### src/rtl/serializer_gearbox_pkg.sv
// Shared types for the serializer gearbox: FSM state encodings and counter sizing.
// Latency: n/a (declarations only).
// Backpressure: n/a.
package ddr_pkg;

  // IDLE: no active word; RUN: slice index cnt of the active word is on data_out
  typedef enum logic {
    ST_IDLE = 1'b0,
    ST_RUN  = 1'b1
  } state_t;

  // Slice index width; at least one bit so the counter is never zero-width
  function automatic int cnt_width(input int s);
    return (s > 1) ? $clog2(s) : 1;
  endfunction

endpackage

### src/rtl/serializer_gearbox_if.sv
// Word-in / slice-out bus of the serializer gearbox.
// Latency: n/a (wiring only).
// Backpressure: in_valid/in_ready on the word side; the slice side cannot be stalled.
interface serializer_gearbox_if #(
  parameter int D = 8,
  parameter int S = 4
);
  logic           in_valid;
  logic           in_ready;
  logic [D*S-1:0] data_in;
  logic           msb_first;
  logic [D-1:0]   data_out;
  logic           out_valid;
  logic           out_last;
  logic           out_underrun;

  // Word producer / slice consumer side
  modport master (
    output in_valid, data_in, msb_first,
    input  in_ready, data_out, out_valid, out_last, out_underrun
  );

  // Serializer side
  modport slave (
    input  in_valid, data_in, msb_first,
    output in_ready, data_out, out_valid, out_last, out_underrun
  );
endinterface

### src/rtl/serializer_gearbox_slice_select.sv
// Picks slice i_idx out of a D*S word, counting from the LSB or the MSB end.
// Latency: purely combinational.
// Backpressure: none.
module serializer_slice_select
  import ddr_pkg::*;
#(
  parameter int D  = 8,
  parameter int S  = 4,
  parameter int CW = cnt_width(S)
) (
  input  logic [D*S-1:0] i_word,
  input  logic [CW-1:0]  i_idx,
  input  logic           i_msb_first,
  output logic [D-1:0]   o_slice
);

  logic [CW-1:0] w_pos;

  // Physical slice position: mirrored index when the word goes out MSB first
  always_comb begin
    w_pos = i_msb_first ? (CW'(S - 1) - i_idx) : i_idx;
  end

  // Constant part-selects only, so out-of-range positions simply yield zero
  always_comb begin
    o_slice = '0;
    for (int k = 0; k < S; k++) begin
      if (w_pos == CW'(k)) o_slice = i_word[k*D +: D];
    end
  end

endmodule

### src/rtl/serializer_gearbox.sv
// Serializes D*S-bit words into S consecutive D-bit slices through a one-entry pending buffer.
// Latency: word accepted at edge N into an idle block drives slice 0 after edge N+1.
// Backpressure: in_ready drops while a word is pending; output stream cannot be stalled.
module serializer_gearbox
  import ddr_pkg::*;
#(
  parameter int           D            = 8,
  parameter int           S            = 4,
  parameter logic [D-1:0] IDLE_PATTERN = '0
) (
  input  logic                 high_speed_clock,
  input  logic                 reset,
  serializer_gearbox_if.slave  bus
);

  localparam int            CW     = cnt_width(S);
  localparam logic [CW-1:0] C_LAST = CW'(S - 1);

  state_t         r_state;
  logic [CW-1:0]  r_cnt;
  logic [D*S-1:0] r_act_word;
  logic           r_act_msb;
  logic [D*S-1:0] r_pend_word;
  logic           r_pend_msb;
  logic           r_pend_valid;
  logic [D-1:0]   r_data_out;
  logic           r_out_valid;
  logic           r_out_last;
  logic           r_out_underrun;

  logic           w_in_ready;
  logic           w_accept;
  logic           w_advance;
  logic [CW-1:0]  w_cnt_inc;
  logic [D*S-1:0] w_sel_word;
  logic [CW-1:0]  w_sel_idx;
  logic           w_sel_msb;
  logic [D-1:0]   w_slice;

  // The pending slot is the only storage for incoming words, so ready is just "slot empty"
  assign w_in_ready = !r_pend_valid && !reset;
  assign w_accept   = bus.in_valid && w_in_ready;
  assign w_advance  = (r_state == ST_RUN) && (r_cnt != C_LAST);
  assign w_cnt_inc  = r_cnt + 1'b1;

  // One selector serves both cases: next slice of the active word, or slice 0 of the pending word
  always_comb begin
    w_sel_word = r_pend_word;
    w_sel_idx  = '0;
    w_sel_msb  = r_pend_msb;
    if (w_advance) begin
      w_sel_word = r_act_word;
      w_sel_idx  = w_cnt_inc;
      w_sel_msb  = r_act_msb;
    end
  end

  serializer_slice_select #(
    .D  (D),
    .S  (S),
    .CW (CW)
  ) u_slice_select (
    .i_word      (w_sel_word),
    .i_idx       (w_sel_idx),
    .i_msb_first (w_sel_msb),
    .o_slice     (w_slice)
  );

  // Pending-buffer fill plus the IDLE/RUN machine with registered slice outputs;
  // a fill (needs empty slot) and a drain (needs full slot) can never coincide
  always_ff @(posedge high_speed_clock or posedge reset) begin
    if (reset) begin
      r_state        <= ST_IDLE;
      r_cnt          <= '0;
      r_act_word     <= '0;
      r_act_msb      <= 1'b0;
      r_pend_word    <= '0;
      r_pend_msb     <= 1'b0;
      r_pend_valid   <= 1'b0;
      r_data_out     <= IDLE_PATTERN;
      r_out_valid    <= 1'b0;
      r_out_last     <= 1'b0;
      r_out_underrun <= 1'b0;
    end else begin
      if (w_accept) begin
        r_pend_word  <= bus.data_in;
        r_pend_msb   <= bus.msb_first;
        r_pend_valid <= 1'b1;
      end
      r_out_underrun <= 1'b0;
      if (w_advance) begin
        r_cnt      <= w_cnt_inc;
        r_data_out <= w_slice;
        r_out_last <= (w_cnt_inc == C_LAST);
      end else if (r_pend_valid) begin
        // Word boundary with a successor waiting: chain it with no gap
        r_state      <= ST_RUN;
        r_cnt        <= '0;
        r_act_word   <= r_pend_word;
        r_act_msb    <= r_pend_msb;
        r_pend_valid <= 1'b0;
        r_data_out   <= w_slice;
        r_out_valid  <= 1'b1;
        r_out_last   <= 1'b0;
      end else begin
        // Nothing to send: flag starvation only when a stream was actually running
        r_state        <= ST_IDLE;
        r_cnt          <= '0;
        r_data_out     <= IDLE_PATTERN;
        r_out_valid    <= 1'b0;
        r_out_last     <= 1'b0;
        r_out_underrun <= (r_state == ST_RUN);
      end
    end
  end

  assign bus.in_ready     = w_in_ready;
  assign bus.data_out     = r_data_out;
  assign bus.out_valid    = r_out_valid;
  assign bus.out_last     = r_out_last;
  assign bus.out_underrun = r_out_underrun;

endmodule

### src/flat_wrapper.sv
// flat-port wrapper written by rule: the top's interface ports become plain ports
module serializer_gearbox_flat import ddr_pkg::*;
#(
  parameter int           D            = 8,
  parameter int           S            = 4,
  parameter logic [D-1:0] IDLE_PATTERN = '0
)
  (high_speed_clock, reset, bus_in_valid, bus_data_in, bus_msb_first, bus_in_ready, bus_data_out, bus_out_valid, bus_out_last, bus_out_underrun);
  serializer_gearbox_if #(.D(D), .S(S)) bus_i ();
  input  logic high_speed_clock;
  input  logic reset;
  input wire logic [$bits(bus_i.in_valid)-1:0] bus_in_valid;
  input wire logic [$bits(bus_i.data_in)-1:0] bus_data_in;
  input wire logic [$bits(bus_i.msb_first)-1:0] bus_msb_first;
  output wire logic [$bits(bus_i.in_ready)-1:0] bus_in_ready;
  output wire logic [$bits(bus_i.data_out)-1:0] bus_data_out;
  output wire logic [$bits(bus_i.out_valid)-1:0] bus_out_valid;
  output wire logic [$bits(bus_i.out_last)-1:0] bus_out_last;
  output wire logic [$bits(bus_i.out_underrun)-1:0] bus_out_underrun;
  assign bus_i.in_valid = bus_in_valid;
  assign bus_i.data_in = bus_data_in;
  assign bus_i.msb_first = bus_msb_first;
  assign bus_in_ready = bus_i.in_ready;
  assign bus_data_out = bus_i.data_out;
  assign bus_out_valid = bus_i.out_valid;
  assign bus_out_last = bus_i.out_last;
  assign bus_out_underrun = bus_i.out_underrun;
  serializer_gearbox #(.D(D), .S(S), .IDLE_PATTERN(IDLE_PATTERN)) u_core (.high_speed_clock(high_speed_clock), .reset(reset), .bus(bus_i));
endmodule
### config.mk
export PLATFORM = sky130hd
export DESIGN_NAME = serializer_gearbox_flat
export DESIGN_NICKNAME = d
export VERILOG_FILES = /design/src/rtl/serializer_gearbox_pkg.sv /design/src/rtl/serializer_gearbox_if.sv /design/src/rtl/serializer_gearbox_slice_select.sv /design/src/rtl/serializer_gearbox.sv /design/src/flat_wrapper.sv
export SDC_FILE = /design/constraint.sdc
export NUM_CORES = 1
export LEC_CHECK = 0
export BUFFER_PORTS_ARGS = -buffer_cell sky130_fd_sc_hd__buf_2
export CORE_ASPECT_RATIO = 0.8
export CORE_MARGIN = 2
export CORE_UTILIZATION = 56
export DETAILED_ROUTE_END_ITERATION = 16
export PLACE_DENSITY_LB_ADDON = 0.08
export SLEW_MARGIN = 20
export SYNTH_ARGS = -nofsm -noshare
export SYNTH_HDL_FRONTEND = slang
export SYNTH_SLANG_ARGS = --single-unit
### constraint.sdc
create_clock -name high_speed_clock -period 3.3 [get_ports high_speed_clock]
set_input_delay 0.66 -clock high_speed_clock [delete_from_list [all_inputs] [get_ports high_speed_clock]]
set_output_delay 0.66 -clock high_speed_clock [all_outputs]
set_load 0.005 [all_outputs]
# --- After elaboration in Yosys (flattened, before gate mapping) ---
# Index checks and enable logic that the tools add are counted.
word_totals:
  regBits: 80
  inputBits: 36
  output_inout_bits: 12
  elab_cells: 42
classes:
  n_addsub: 2
  eq_ne: 5
  n_mux: 17
  bitwise: 1
  reduce_logical: 7
ops:
  columns: ["cell", "count"]
  rows:
  - ["2-to-1 mux 8 bit", 6]
  - ["2-to-1 mux 32 bit", 1]
  - ["2-to-1 mux 1 bit", 8]
  - ["equality test 2 bit (second input constant)", 3]
  - ["2-to-1 mux 2 bit", 2]
  - ["logical AND 1 bit", 3]
  - ["adder 2 x 1 -> 2 bit (second input constant)", 1]
  - ["equality test 2 x 1 -> 1 bit (second input constant)", 1]
  - ["zero test 1 bit", 2]
  - ["zero test 2 bit", 1]
  - ["inequality test 2 bit (second input constant)", 1]
  - ["AND reduction 2 bit", 1]
  - ["subtractor 2 bit (first input constant)", 1]
  - ["inverter 1 bit", 1]

# --- Depth between registers and ports, before layout ---
logic_depth:
  word_depth: 12
  ltp_mapped: 7
  ltp_nobuf: 6

# --- Hierarchy ---
# Synthesis repeated with hierarchy kept, for this count alone.
unflattened:
  cells_unflattened: 295
  hier_area_um2: 3597.2
modules_own_cells:
  columns: ["module", "n_inst", "cells_each", "area_each_um2", "seq_area_each_um2"]
  rows:
  - ["serializer_gearbox", 1, 285, 3343.2, 2001.9]
  - ["serializer_slice_select", 1, 10, 254.0, 0.0]

# --- Worst setup path before layout ---
# No wires, ideal clock.
synth_path:
  kind: "flip-flop to flip-flop"
  from: "reg u_core.r_cnt[0]"
  to: "reg u_core.r_data_out[1], in the netlist u_core.bus.data_out[1]"
  setup_time_ns: 0.111
  arrival_time_ns: 1.698
  required_time_ns: 3.189
  slack_ns: 1.491
  stages_incl_launch_ff: 7
  path_buffers: 0
  synth_period_minus_slack_ns: 1.809
  path_cell_list: "dfrtp_1 -> inv_2 -> ha_1 -> and3_2 -> o21ai_2 -> nor2_1 -> a2111oi_2"
synth_between:
  elab_chain_len: 12
  word_cells_on_any_way: 18
  classes_between: "2 x add/sub; 4 x eq/ne; 10 x mux; 2 x reduce/logical"
synth_rtl:
  columns: ["element", "line_no", "rtl"]
  rows:
  - ["start: declaration", "serializer_gearbox.sv:20", "logic [CW-1:0] r_cnt;"]
  - ["start signal: assignment", "serializer_gearbox.sv:92", "r_cnt <= w_cnt_inc;"]
  - ["branches (longest 11 deep; another with adder 2 x 1 -> 2 bit)", null, null]
  - ["2-to-1 mux 8 bit *", "serializer_gearbox.sv:91", "if (w_advance) begin"]
  - ["end signal: assignment", "serializer_gearbox.sv:93", "r_data_out <= w_slice;"]
  - ["end signal: assignment", "serializer_gearbox.sv:102", "r_data_out <= w_slice;"]
  - ["end: declaration", "serializer_gearbox.sv:26", "logic [D-1:0] r_data_out;"]
# Mark *: on every way between the ends.
# A chain may end at the register's enable or synchronous reset.

# --- Worst setup path after layout ---
layout_path:
  from: "reg u_core.r_cnt[0]"
  to: "reg u_core.r_act_word[4]"
layout_between:
  elab_chain_len: 4
layout_rtl:
  columns: ["element", "line_no", "rtl"]
  rows:
  - ["inequality test 2 bit", "serializer_gearbox.sv:43", "assign w_advance = (r_state == ST_RUN) && (r_cnt != C_LAST);"]
  - ["logical AND 1 bit", "serializer_gearbox.sv:43", null]
  - ["inverter 1 bit (no source line)", null, null]
  - ["AND reduction 2 bit (no source line)", null, null]
  - ["end signal: assignment", "serializer_gearbox.sv:99", "r_act_word <= r_pend_word;"]
  - ["end: declaration", "serializer_gearbox.sv:21", "logic [D*S-1:0] r_act_word;"]
# Every way passes these cells.

==> results.toml <==
[outcome]
status = "finished, final reports clean"

[timing]
max_freq_ghz = 0.440
tightestPinTransition_ps = 820
setup_violations = 0
slew_viol_final = 0
setup_tns_ps = 0
rsz0062_at_grt = "false"
fin_crit_sh = 0.688
slew_headroom = 0.451
min_period_ps = 2270
hold_viol = 0
finClkSkew_ps = 10.9

[synth]
synth_top_cell_by_area = "dfrtp_1"
synth.most_common_cell = "dfrtp_1"
synth_edf_count = 0
yosys_warnings = 0
syn_nets = 274
ys.flop_type = "dfrtp_1"
ys_types = 33
synthesis.instances = 236
synth_seq_cells = 80
synthDominantCellAreaShare = 0.593
synthesis.area_mm2 = 0.00338
ys_top_cells_by_area = "dfrtp_1 59%, mux2_2 24%, a2111oi_2 2.7%"
avgSynthCellArea_um2 = 14.3
synth-seq-area-share = 0.593
synth_common_cells = "80 x dfrtp_1, 73 x mux2_2, 11 x nor2_1"
synthArstFlopShare = 1.00

[pwr]
power_density_mw_per_mm2 = 1060
p_leak_uw = 0.00175
ir_drop_mv = 0.579

[layout]
final_cells = 372
final_area_mm2 = 0.00388
finalNetCount = 324
fillers = 487
area_delta_synth_final_pct = 14.8
antenna_cells = 0
final_layout_size_suffix_gt1_frac = 0.526

[clocking]
path_clk_slew_ps = 80
clk_latency_ps = 340
clock_path_buffers = 2
clock_sink_count = 80
postCtsResizedCells = 0
cts_setup_buffers = 0
numCtsBuffers = 9
h-tree-depth = 3
cts_root_buf = "clkbuf_8"
cts_hold_buf = 0
cts_tree = "built"

[floorplan]
die_w_um = 90.8
rows = 25
core_area_mm2 = 0.00588
dieArea_mm2 = 0.00667
start_util = 0.574
die_h_um = 73.5
design.portCount = 48

[setup_path]
arrival_ps = 2490
ff2ff_path_depth = 4
cp-start-kind = "register"
required_ps = 3520
path_max_fanout = 34
endpoint_kind = "register"
rr_endpoint = "u_core.r_act_word[4]$_DFFE_PP0P_"
worstSetupStartpoint = "u_core.r_cnt[0]$_DFF_PP0_"
crit_end = "u_core.r_act_word[4]$_DFFE_PP0P_"
rrSetupSlack_ps = 1030
crit_type = "reg -> reg"
rr_startpoint = "u_core.r_cnt[0]$_DFF_PP0_"

[routing]
drc = 0
routed_via_density = 5.48
drt_first_pass_iters = 4
routed_wl_mm = 6.12
drtIter0Drc = 93
antenna_left = 0
dr_total_vias = 2039
avgRoutedWirePerCell_um = 16.4

[placement]
place.gp.congestion = 0.784
place_area_mm2 = 0.00369
hpwlAfterDp_mm = 4.04
port-buffer-count = 47
place_inst = 356

[flow_run]
drv_cap = 0

[global_routing]
track_usage = 0.208
grt_pass1_wl_mm = 10.4
grt-ovfl-total = 0
antenna_found_initial = 0
grt_max_degree = 67
grt_pass1_vias = 2009

[worst_hold_path]
hp-class = "in -> async"
==> how the worst min path moves through the flow <==
stage                                               to  depth (start not counted)  slack, ps                          startpoint
finish                u_core.bus.data_out[5]$_DFF_PP0_                          2        380                               reset
global route        u_core.r_pend_word[29]$_DFFE_PP0P_                          2        420                               reset
CTS                  u_core.r_pend_word[8]$_DFFE_PP0P_                          2        400                               reset
detailed placement    u_core.r_act_word[0]$_DFFE_PP0P_                          1        490    u_core.r_act_word[0]$_DFFE_PP0P_
global placement    u_core.r_pend_word[14]$_DFFE_PP0P_                          1        490  u_core.r_pend_word[14]$_DFFE_PP0P_
floorplan             u_core.bus.data_out[0]$_DFF_PP0_                          1        450   u_core.r_act_word[16]$_DFFE_PP0P_
==> placed cells by master, fill, tap and decap left out, types with 2 or more instances in the layout <==
cell type / count
clkbuf_1: 2
nor3b_1: 2
o22ai_1: 7
o21ai_2: 2
nor2_1: 11
a21oi_1: 7
inv_1: 8
mux2_2: 73
clkbuf_8: 9
o21bai_1: 2
nand2b_1: 2
clkinvlp_4: 3
a2111oi_2: 6
o21ai_0: 2
ha_1: 2
buf_4: 3
dfrtp_1: 80
and2_1: 2
nand3_1: 2
buf_2: 47
==> final cells by class <==
type | count | area (um2) | share of cell area
Sequential cell | 80 | 2000 | 0.516
Timing Repair Buffer | 50 | 258 | 0.0665
Multi-Input combinational cell | 135 | 1280 | 0.331
Tap cell | 81 | 101 | 0.0261
Inverter | 10 | 42.5 | 0.0110
Clock inverter | 5 | 57.6 | 0.0148
Clock buffer | 11 | 131 | 0.0339
==> worst max-delay path, cell delays in order, from the launching register on <==
cell and delay, ps:
dfrtp_1 480, ha_1 260, nand2b_1 290, nand2_2 680, mux2_2 420
==> logic make-up after synthesis <==
logic type / synth area share
AOI/OAI and AO/OA: 0.0819
DFF: 0.593
buffers and inverters: 0.0270
adders and majority gates: 0.00741
muxes: 0.246
and+or+nand+nor: 0.0448
==> routing by layer <==
layer,up-vias,GRT usage,wire [um]
met5,-,0,0
met4,0,0.0623,85
met3,8,0.0636,259
met2,51,0.322,2800
met1,1027,0.288,2980
li1,953,-,-
==> where the power goes <==
part	internal [uW]	leakage [uW]	switching, uW
Combinational	871	0.000715	712
Sequential	1490	0.000945	353
Clock	349	0.0000856	336
==> sequential cells by signal, indices dropped and copies added, names as in the netlist, 2 cells and up <==
name	count
u_core.bus.data_out	8
u_core.r_act_word	32
u_core.r_cnt	2
u_core.r_pend_word	32
==> metrics by stage <==
stage | power, uW | hold WS (ps) | utilization | setup WS [ps]
global route | 4420 | 424 | 0.659 | 907
CTS | 4150 | 397 | 0.659 | 1040
finish | 4110 | 383 | 0.659 | 1030
detailed placement | 3460 | 493 | 0.627 | 1060
global placement | 3400 | 488 | 0.627 | 1140
floorplan | 3030 | 453 | - | 588
No activity file was read; power rests on OpenSTA's default activity.
